--- config.mk ---
export PLATFORM = sky130hd
export DESIGN_NAME = wave_gen_flat
export DESIGN_NICKNAME = d
export VERILOG_FILES = /design/src/rtl/wave_gen_if.sv /design/src/rtl/wave_gen.sv /design/src/flat_wrapper.sv
export SDC_FILE = /design/constraint.sdc
export NUM_CORES = 1
export LEC_CHECK = 0
export CAP_MARGIN = 5
export CORE_MARGIN = 2
export CORE_UTILIZATION = 50
export DETAILED_ROUTE_END_ITERATION = 8
export PLACE_DENSITY = 0.81
export SLEW_MARGIN = 40
export SYNTH_ARGS = -nofsm -noshare
export SYNTH_HDL_FRONTEND = slang
export SYNTH_SLANG_ARGS = --single-unit
export TNS_END_PERCENT = 50
--- constraint.sdc ---
create_clock -name clk -period 7.8 [get_ports clk]
set_clock_uncertainty 0.1 [all_clocks]
set_input_delay 0.78 -clock clk [delete_from_list [all_inputs] [get_ports clk]]
set_output_delay 0.78 -clock clk [all_outputs]
set_load 0.02 [all_outputs]
--- src/rtl/wave_gen_if.sv ---
// wave_gen_if: control and sample-stream bundle for the wave_gen test-waveform
// generator.
//   enable       - generator run; low holds the generator idle
//   freq_in      - requested frequency in Hz (0..1023)
//   wave_sel     - 00 square, 01 triangle, 10 sawtooth, 11 constant midscale
//   data_out     - 12-bit unsigned sample, midscale 2048
//   sample_valid - one-cycle pulse marking a new data_out
//   period_start - one-cycle pulse on the first sample of a new period
// The master modport belongs to the controller/consumer. The slave modport
// belongs to the generator.
interface wave_gen_if;
  logic        enable;
  logic [9:0]  freq_in;
  logic [1:0]  wave_sel;
  logic [11:0] data_out;
  logic        sample_valid;
  logic        period_start;

  modport master (
    output enable, freq_in, wave_sel,
    input  data_out, sample_valid, period_start
  );

  modport slave (
    input  enable, freq_in, wave_sel,
    output data_out, sample_valid, period_start
  );
endinterface

--- src/rtl/wave_gen.sv ---
// wave_gen: periodic 12-bit test waveform produced at a sample rate of
// clk/TICK_DIV. A modulo-SAMPLE_RATE phase accumulator advances by freq_act
// on each sample. The output therefore repeats at exactly freq_act Hz.
// Frequency and waveform selection are re-latched only on period boundaries.
// Ports:
//   clk - system clock, rising edge
//   rst - synchronous active-high reset
//   bus - wave_gen_if.slave (enable, freq_in, wave_sel in;
//         data_out, sample_valid, period_start out, all registered)
module wave_gen #(
  parameter int unsigned TICK_DIV    = 500,
  parameter int unsigned SAMPLE_RATE = 100000,
  parameter int unsigned RECIP       = 42950
) (
  input  logic      clk,
  input  logic      rst,
  wave_gen_if.slave bus
);
  localparam int unsigned       TICK_W    = (TICK_DIV > 1) ? $clog2(TICK_DIV) : 1;
  localparam logic [TICK_W-1:0] TICK_LAST = TICK_W'(TICK_DIV - 1);
  localparam logic [16:0]       RATE      = 17'(SAMPLE_RATE);
  localparam logic [16:0]       HALF      = 17'(SAMPLE_RATE / 2);
  localparam logic [32:0]       RECIP_W   = 33'(RECIP);
  localparam logic [11:0]       MID       = 12'd2048;
  localparam logic [11:0]       FULL      = 12'd4095;

  logic [TICK_W-1:0] tick_cnt_r;
  logic [16:0]       acc_r;
  logic [9:0]        freq_act_r;
  logic [1:0]        sel_act_r;
  logic [11:0]       data_r;
  logic              valid_r;
  logic              pstart_r;

  logic              tick_s;
  logic [16:0]       sum_s;
  logic              wrap_s;
  logic [16:0]       acc_next_s;
  logic              idle_s;
  logic              load_s;
  logic              pstart_s;
  logic [1:0]        sel_eff_s;
  logic [32:0]       prod_s;
  logic [11:0]       phase_s;
  logic [11:0]       amp_s;

  // Accumulator step, load-point detection and period-start decision.
  always_comb begin
    tick_s     = (tick_cnt_r == TICK_LAST) && bus.enable;
    sum_s      = acc_r + {7'd0, freq_act_r};
    wrap_s     = (sum_s >= RATE);
    acc_next_s = wrap_s ? (sum_s - RATE) : sum_s;
    idle_s     = (freq_act_r == 10'd0);
    load_s     = wrap_s || idle_s;
    // A parked generator that picks up a nonzero frequency starts a period at acc = 0.
    pstart_s   = wrap_s || (idle_s && (bus.freq_in != 10'd0));
    // While parked, no period is running. The output follows the incoming selection
    // so that the constant level already reflects it. Otherwise the selection in
    // force before this tick's load is used.
    sel_eff_s  = idle_s ? bus.wave_sel : sel_act_r;
    prod_s     = {16'd0, acc_next_s} * RECIP_W;
    phase_s    = 12'(prod_s >> 20);
  end

  // Phase-to-amplitude mapping for the selected waveform.
  always_comb begin
    amp_s = MID;
    case (sel_eff_s)
      2'b00: amp_s = (acc_next_s < HALF) ? FULL : 12'd0;
      2'b01: begin
        if (phase_s[11] == 1'b0) begin
          amp_s = {phase_s[10:0], 1'b0};
        end else begin
          amp_s = 12'(13'd8191 - {phase_s, 1'b0});
        end
      end
      2'b10:   amp_s = phase_s;
      2'b11:   amp_s = MID;
      default: amp_s = MID;
    endcase
  end

  // Tick divider, accumulator, active settings and registered outputs.
  always_ff @(posedge clk) begin
    if (rst) begin
      tick_cnt_r <= {TICK_W{1'b0}};
      acc_r      <= 17'd0;
      freq_act_r <= 10'd0;
      sel_act_r  <= 2'b11;
      data_r     <= MID;
      valid_r    <= 1'b0;
      pstart_r   <= 1'b0;
    end else if (!bus.enable) begin
      tick_cnt_r <= {TICK_W{1'b0}};
      acc_r      <= 17'd0;
      freq_act_r <= 10'd0;
      data_r     <= MID;
      valid_r    <= 1'b0;
      pstart_r   <= 1'b0;
    end else begin
      valid_r  <= tick_s;
      pstart_r <= tick_s && pstart_s;
      if (tick_s) begin
        tick_cnt_r <= {TICK_W{1'b0}};
        acc_r      <= acc_next_s;
        data_r     <= amp_s;
        if (load_s) begin
          freq_act_r <= bus.freq_in;
          sel_act_r  <= bus.wave_sel;
        end
      end else begin
        tick_cnt_r <= tick_cnt_r + TICK_W'(1);
      end
    end
  end

  assign bus.data_out     = data_r;
  assign bus.sample_valid = valid_r;
  assign bus.period_start = pstart_r;
endmodule
--- src/flat_wrapper.sv ---
// flat-port wrapper written by rule: the top's interface ports become plain ports
module wave_gen_flat 
#(
  parameter int unsigned TICK_DIV    = 500,
  parameter int unsigned SAMPLE_RATE = 100000,
  parameter int unsigned RECIP       = 42950
)
  (clk, rst, bus_enable, bus_freq_in, bus_wave_sel, bus_data_out, bus_sample_valid, bus_period_start);
  wave_gen_if bus_i ();
  input  logic clk;
  input  logic rst;
  input wire logic [$bits(bus_i.enable)-1:0] bus_enable;
  input wire logic [$bits(bus_i.freq_in)-1:0] bus_freq_in;
  input wire logic [$bits(bus_i.wave_sel)-1:0] bus_wave_sel;
  output wire logic [$bits(bus_i.data_out)-1:0] bus_data_out;
  output wire logic [$bits(bus_i.sample_valid)-1:0] bus_sample_valid;
  output wire logic [$bits(bus_i.period_start)-1:0] bus_period_start;
  assign bus_i.enable = bus_enable;
  assign bus_i.freq_in = bus_freq_in;
  assign bus_i.wave_sel = bus_wave_sel;
  assign bus_data_out = bus_i.data_out;
  assign bus_sample_valid = bus_i.sample_valid;
  assign bus_period_start = bus_i.period_start;
  wave_gen #(.TICK_DIV(TICK_DIV), .SAMPLE_RATE(SAMPLE_RATE), .RECIP(RECIP)) u_core (.clk(clk), .rst(rst), .bus(bus_i));
endmodule
Yosys cells after proc, flatten, opt, wreduce, memory -nomap -nowiden
Index checks and enable logic that the tools add are counted.

cells by class
  $lt $le $gt $ge = 2
  $add $sub $neg = 4
  multiplexer cells = 5
  eq/ne operators = 4
  reduce and logical (&&, ||, !) cells = 12
  multiply operators = 1
  bitwise logic cells = 1

operators with widths
  cell                    count
  $pmux 12 s4             1
  $mul 17x15->31 const B  1
  $mux 12                 2
  $add 17x10->17          1
  $ge 17x17->1 const B    1
  $lt 17x16->1 const B    1
  $mux 17                 1
  $sub 17x17->17 const B  1
  $sub 12x12->12 const A  1
  $logic_not 10->1        1
  $reduce_bool 10->1      1
  $add 9x1->9 const B     1
  $eq 9x9->1 const B      1
  $eq 2x2->1 const B      2
  $logic_and 1x1->1       3
  $reduce_and 3->1        1
  $reduce_or 3->1         1
  $eq 2x1->1 const B      1
  $logic_not 2->1         1
  $logic_or 1x1->1        2
  $mux 2                  1
  $reduce_and 2->1        1
  $reduce_or 2->1         1
  $not 1->1               1

word-level totals
  output and inout bits = 14
  register bits = 52
  word-level logic and storage cells = 36

Longest topological paths before layout
  depth in word-level cells = 7
  depth in mapped cells = 38
  mapped depth without buffers = 37

Worst setup path before layout
No wires, ideal clock.

  path type = reg-to-reg
  start point = register u_core.freq_act_r[1]
  end point = register u_core.data_r[11], in the netlist u_core.bus.data_out[11]
  stages on the path, launching flop included = 34
  library setup time = 0.074 ns
  buffers on the path = 1
  slack = -0.893 ns
  period minus slack after synthesis = 8.693 ns
  arrival time = 8.518 ns
  path through = dfxtp_1 > ha_1 > a211o_1 > a2111o_1 > nand3_2 > inv_2 > ha_1 > o2111ai_1 > a21oi_2 > o21ai_2 > nand3_1 > xnor2_1 > inv_1 > ha_1 > ha_1 > fa_1 > fa_1 > fa_1 > inv_1 > fa_1 > inv_1 > ha_1 > nand2_1 > nor2_1 > o2111ai_1 > and3_1 > a2111oi_0 > o211ai_1 > a21oi_1 > xnor2_2 > buf_6 > xnor2_1 > o21ai_1 > a31oi_1

on the way
  word-level cells in the longest chain between the ends = 7
  elaborated cells on any way between the ends = 16
  those cells by class = 3 x add/sub; 1 x mul; 2 x order compare; 3 x eq/ne; 5 x mux; 2 x reduce/logical

ends and longest elaborated chain
  element                                         line                            RTL
  from (decl)                                     wave_gen.sv:29                  logic [9:0] freq_act_r;
  from (signal assigned)                          wave_gen.sv:108                 freq_act_r <= bus.freq_in;
  $add 17x10->17 (*)                              wave_gen.sv:50                  sum_s = acc_r + {7'd0, freq_act_r};
  $sub 17x17->17 or $ge 17x17->1 (tied branches)  wave_gen.sv:52, wave_gen.sv:51
  $mux 17 (*)                                     wave_gen.sv:52                  acc_next_s = wrap_s ? (sum_s - RATE) : sum_s;
  via u_core.acc_next_s[11]                       wave_gen.sv:38                  logic [16:0] acc_next_s;
  $mul 17x15->31                                  wave_gen.sv:61                  prod_s = {16'd0, acc_next_s} * RECIP_W;
  $sub 12x12->12                                  wave_gen.sv:74                  amp_s = 12'(13'd8191 - {phase_s, 1'b0});
  $mux 12                                         wave_gen.sv:71                  if (phase_s[11] == 1'b0) begin
  $pmux 12 s4 (*)                                 wave_gen.sv:68                  case (sel_eff_s)
  to (signal assigned)                            wave_gen.sv:106                 data_r <= amp_s;
  to (decl)                                       wave_gen.sv:31                  logic [11:0] data_r;

Mark *: on every way through the listed nets, which the timed path passes. The rest lies on a longest branch.
A chain may end at the register's enable or synchronous reset.

Worst setup path in the final report
  start point = register u_core.acc_r[6]
  end point = register u_core.data_r[2], in the netlist u_core.bus.data_out[2]

on the way
  word-level cells in the longest chain between the ends = 7
  elaborated cells on any way between the ends = 10
  those cells by class = 3 x add/sub; 1 x mul; 2 x order compare; 4 x mux

ends and longest elaborated chain
  element                                         line                            RTL
  from (decl)                                     wave_gen.sv:28                  logic [16:0] acc_r;
  from (signal assigned)                          wave_gen.sv:105                 acc_r <= acc_next_s;
  $add 17x10->17 (*)                              wave_gen.sv:50
  $sub 17x17->17 or $ge 17x17->1 (tied branches)  wave_gen.sv:52, wave_gen.sv:51
  $mux 17 (*)                                     wave_gen.sv:52
  via u_core.acc_next_s[8]                        wave_gen.sv:38
  $mul 17x15->31                                  wave_gen.sv:61
  $sub 12x12->12                                  wave_gen.sv:74
  $mux 12                                         wave_gen.sv:71
  $pmux 12 s4 (*)                                 wave_gen.sv:68

Marked as above.

==> results.txt <==
For the post-DP HPWL, the log shows 17,900 µm. Synthesis produced a netlist with a net count of 1,179. Synthesis inferred 52 register bits.

The checks that failed: setup timing. The initial antenna violation count was 0; the area fraction in and, or, nand and nor cells after synthesis was 11.4%. The cell depth of the worst min-delay path was 1. After synthesis, the largest family of logic cells by area is adder cells.

The total area inside the core boundary comes to 16,300 µm². The detailed router finished its first iteration with 779 violations. For the pin with the worst max-slew slack, the measured transition is 0.824 ns.

The tools report the peak clock frequency supported by timing as 116 MHz. The data arrival time of the critical path is 8.72 ns. Post-synth design cell area: 8270 µm². Compared with the post-synthesis result, the final layout area differs by 40.1%. After filler insertion, the fill cell instance count of the layout stands at 1,024. The repair_antennas step left the layout with diodes totalling 0. The distinct cell type count of the synthesized netlist was 66; the worst relative slew slack was 44.7%. The clock latency on the worst-skew pair was 0.30 ns; the number of endpoints failing setup at the final stage was 12.

The critical path class was flip-flop to flip-flop. For the worst flop-to-flop path, the logic depth is 37. The first detailed-routing pass ran for 6 iterations.

On the critical path, the stage with the largest delay is an instance of sky130_fd_sc_hd__fa_1. The tree is rooted in a sky130_fd_sc_hd__clkbuf_16. The portion of synthesized area spent on multiplexers is 1.73%. Hold is met by 0.357 ns.

The largest incremental delay on the critical path was 0.56 ns; the total die area was 17,600 µm². After detailed routing, the total wire length is 28,700 µm. The tools report the total number of nets in the final design as 1,408. The number of hold-slack violations in the final timing report was 0. The class of the most critical hold timing path was flip-flop to flip-flop. The summed negative setup slack over all endpoints was -8.90 ns.

For this run, the total global-route usage over all layers was measured as 29.9%. In this run the mean area of a mapped cell was 9.03 µm². Detailed routing inserted a total of 8,027 vias. In this run the horizontal extent of the chip is 133 µm.

The worst setup path is launched from a flip-flop. The total overflow left after global routing is 0. The tools report the clock sink count as 52. In this run the power density over the cells is 44.7 nW/µm². For this run, the leading register cell type out of synthesis is sky130_fd_sc_hd__dfxtp_1.

The most common library cell in the layout ignoring fill and taps is sky130_fd_sc_hd__buf_4. The congestion estimate from routability-driven global placement came to 0.906. The number of enable flip-flop cells after synthesis came out at 0. Setup repair after global routing could not meet its margin everywhere. The ratio of cells with drive above 1 in the final layout was 33.1%. The capturing element type of the critical path was a flip-flop.

The library cells used most frequently in the layout, excluding fill and tap cells, are 197 x sky130_fd_sc_hd__buf_4, 155 x sky130_fd_sc_hd__inv_1, 125 x sky130_fd_sc_hd__ha_1. Buffers inserted during clock tree synthesis total 5. The floorplan step set the die height to 133 µm. The average wire per cell in the routed design came out at 21.0 µm. The logs give 5.97 nW for the leakage power and 79.8 µV for the largest voltage drop on the vdd net. The boundary pin count is 29, and the number of max-slew violations in the final report is 0. The H-tree depth reported by CTS is 2.

The number of global-route vias before repair was 8,151. The dominant cell type by count on the critical path was sky130_fd_sc_hd__fa_1. After detailed routing, the number of remaining DRC violations is 0. The logs give 2 for the number of buffers on the longest clock path and 70.8% for the utilization after layout. Post-synthesis async set-or-reset flop share: 0%. The proportion of synthesized chip area in sequential cells is 12.6%.

Summing the areas of all xor and xnor instances in the mapped netlist gives 6.11% of the synthesized area. In the routed layout, each cell is associated on average with a via count of 5.88. For the final critical-path setup slack, the log shows -0.806 ns. TritonCTS built the clock tree.

The final critical path takes up 110% of the cycle. The first-pass GRT wire length is 42,000 µm, and the clock input transition at the sequential cells of the worst setup and hold paths is 0.07 ns. Synthesis produced a netlist whose cell count is 915. The tool flagged a number of max-cap violations equal to 0.

Of all nets on the critical path, the largest fanout is 7. The adder and majority gate portion of the synthesized area is 45.7%, and the placement-stage worst setup slack is -0.598 ns. The pin count of the biggest net entering global routing is 28, and the synthesized-area fraction occupied by ao, oa, aoi and oai cells is 13.6%.

The run finished, with violations left. The tools report the overall power after layout as 0.000518 W. The site row count was 47. During synthesis, Yosys emitted a total of 0 warnings. The number of buffers added on ports came out at 28. The post-route antenna net violation count was 0; the time the worst path needs with I/O delays and setup was 8.61 ns. The required time of the critical path came out at 7.91 ns. For this configuration, the core starts out at a cell density of 50.6%.
## per-layer routing
metal,global-route usage [%],vias up,share of wire (%)
met3,3.45,165,7.1
met5,0,-,0
met4,14.2,0,6.8
met2,53.2,451,50
met1,36.2,3892,36
li1,-,3519,-
## cell usage after synthesis, drive strengths merged, types with 15 or more instances
| library cell | number | area [µm²] |
|---|---|---|
| nor2 | 54 | 203 |
| nand3 | 17 | 90.1 |
| a21oi | 42 | 214 |
| a21o | 15 | 113 |
| nand2 | 48 | 183 |
| o211ai | 19 | 148 |
| ha | 161 | 2010 |
| dfxtp | 52 | 1040 |
| fa | 88 | 1760 |
| xor2 | 21 | 184 |
| o21ai | 29 | 149 |
| inv | 172 | 646 |
| xnor2 | 35 | 322 |
## worst paths after layout
path	to	startpoint	slack, ns
worst max-delay path	u_core.bus.data_out[2]	u_core.acc_r[6]	-0.81
worst min-delay path	u_core.tick_cnt_r[0]	u_core.tick_cnt_r[0]	0.36
worst max register to register	u_core.bus.data_out[2]	u_core.acc_r[6]	-0.81
worst min register to register	u_core.tick_cnt_r[0]	u_core.tick_cnt_r[0]	0.36
## repair_timing
action,in CTS,in global routing
hold buffers,0,0
buffers inserted,26,22
pin swaps,100,63
gates resized for setup,96,51
endpoints found under the setup margin,12,12
## critical path: cells and delay by family (launching register included)
kind,cells,cell delay (ns)
xor+xnor,3,0.60
buf+inv,12,1.32
compound gates,10,2.10
simple gates,4,0.69
flops,1,0.34
fa+ha+maj,8,3.34
## power by group
part	leakage, nW	total (W)	internal [W]	switching (W)
Sequential	0.422	0.000265	0.000265	0.000000367
Clock	0.0744	0.000233	0.000128	0.000104
Combinational	5.47	0.0000200	0.00000887	0.0000111
Total	5.97	0.000518	0.000402	0.000116
## final cells by class
cell class | count | area [µm²] | share of cell area, %
Clock buffer | 7 | 143 | 1.23
Clock inverter | 1 | 6.26 | 0.0540
Inverter | 173 | 659 | 5.69
Multi-Input combinational cell | 670 | 7490 | 64.6
Sequential cell | 52 | 1050 | 9.08
Tap cell | 220 | 275 | 2.38
Timing Repair Buffer | 242 | 1960 | 16.9
## cells by family (layout without fill, tap and decap cells)
| group | after synthesis | in the layout |
|---|---|---|
| AOI/OAI and AO/OA | 162 | 162 |
| xor gates and xnor gates | 56 | 56 |
| adders and majority gates | 249 | 249 |
| buffers and inverters | 193 | 423 |
| DFF | 52 | 52 |
| muxes | 14 | 14 |
| and+or+nand+nor | 189 | 189 |
## sequential cells by signal (all words and copies together) (netlist names)
register                 count
u_core.bus.period_start      1
u_core.freq_act_r           10
u_core.tick_cnt_r            9
u_core.bus.sample_valid      1
u_core.bus.data_out         12
u_core.sel_act_r             2
u_core.acc_r                17
## stage by stage
step	cell area [µm²]	instances
finish	11600	1365
global route	11600	1365
CTS	11200	1344
detailed placement	10300	1310
global placement	10300	1310
floorplan	8570	915
(Power assumes the default switching activity.)
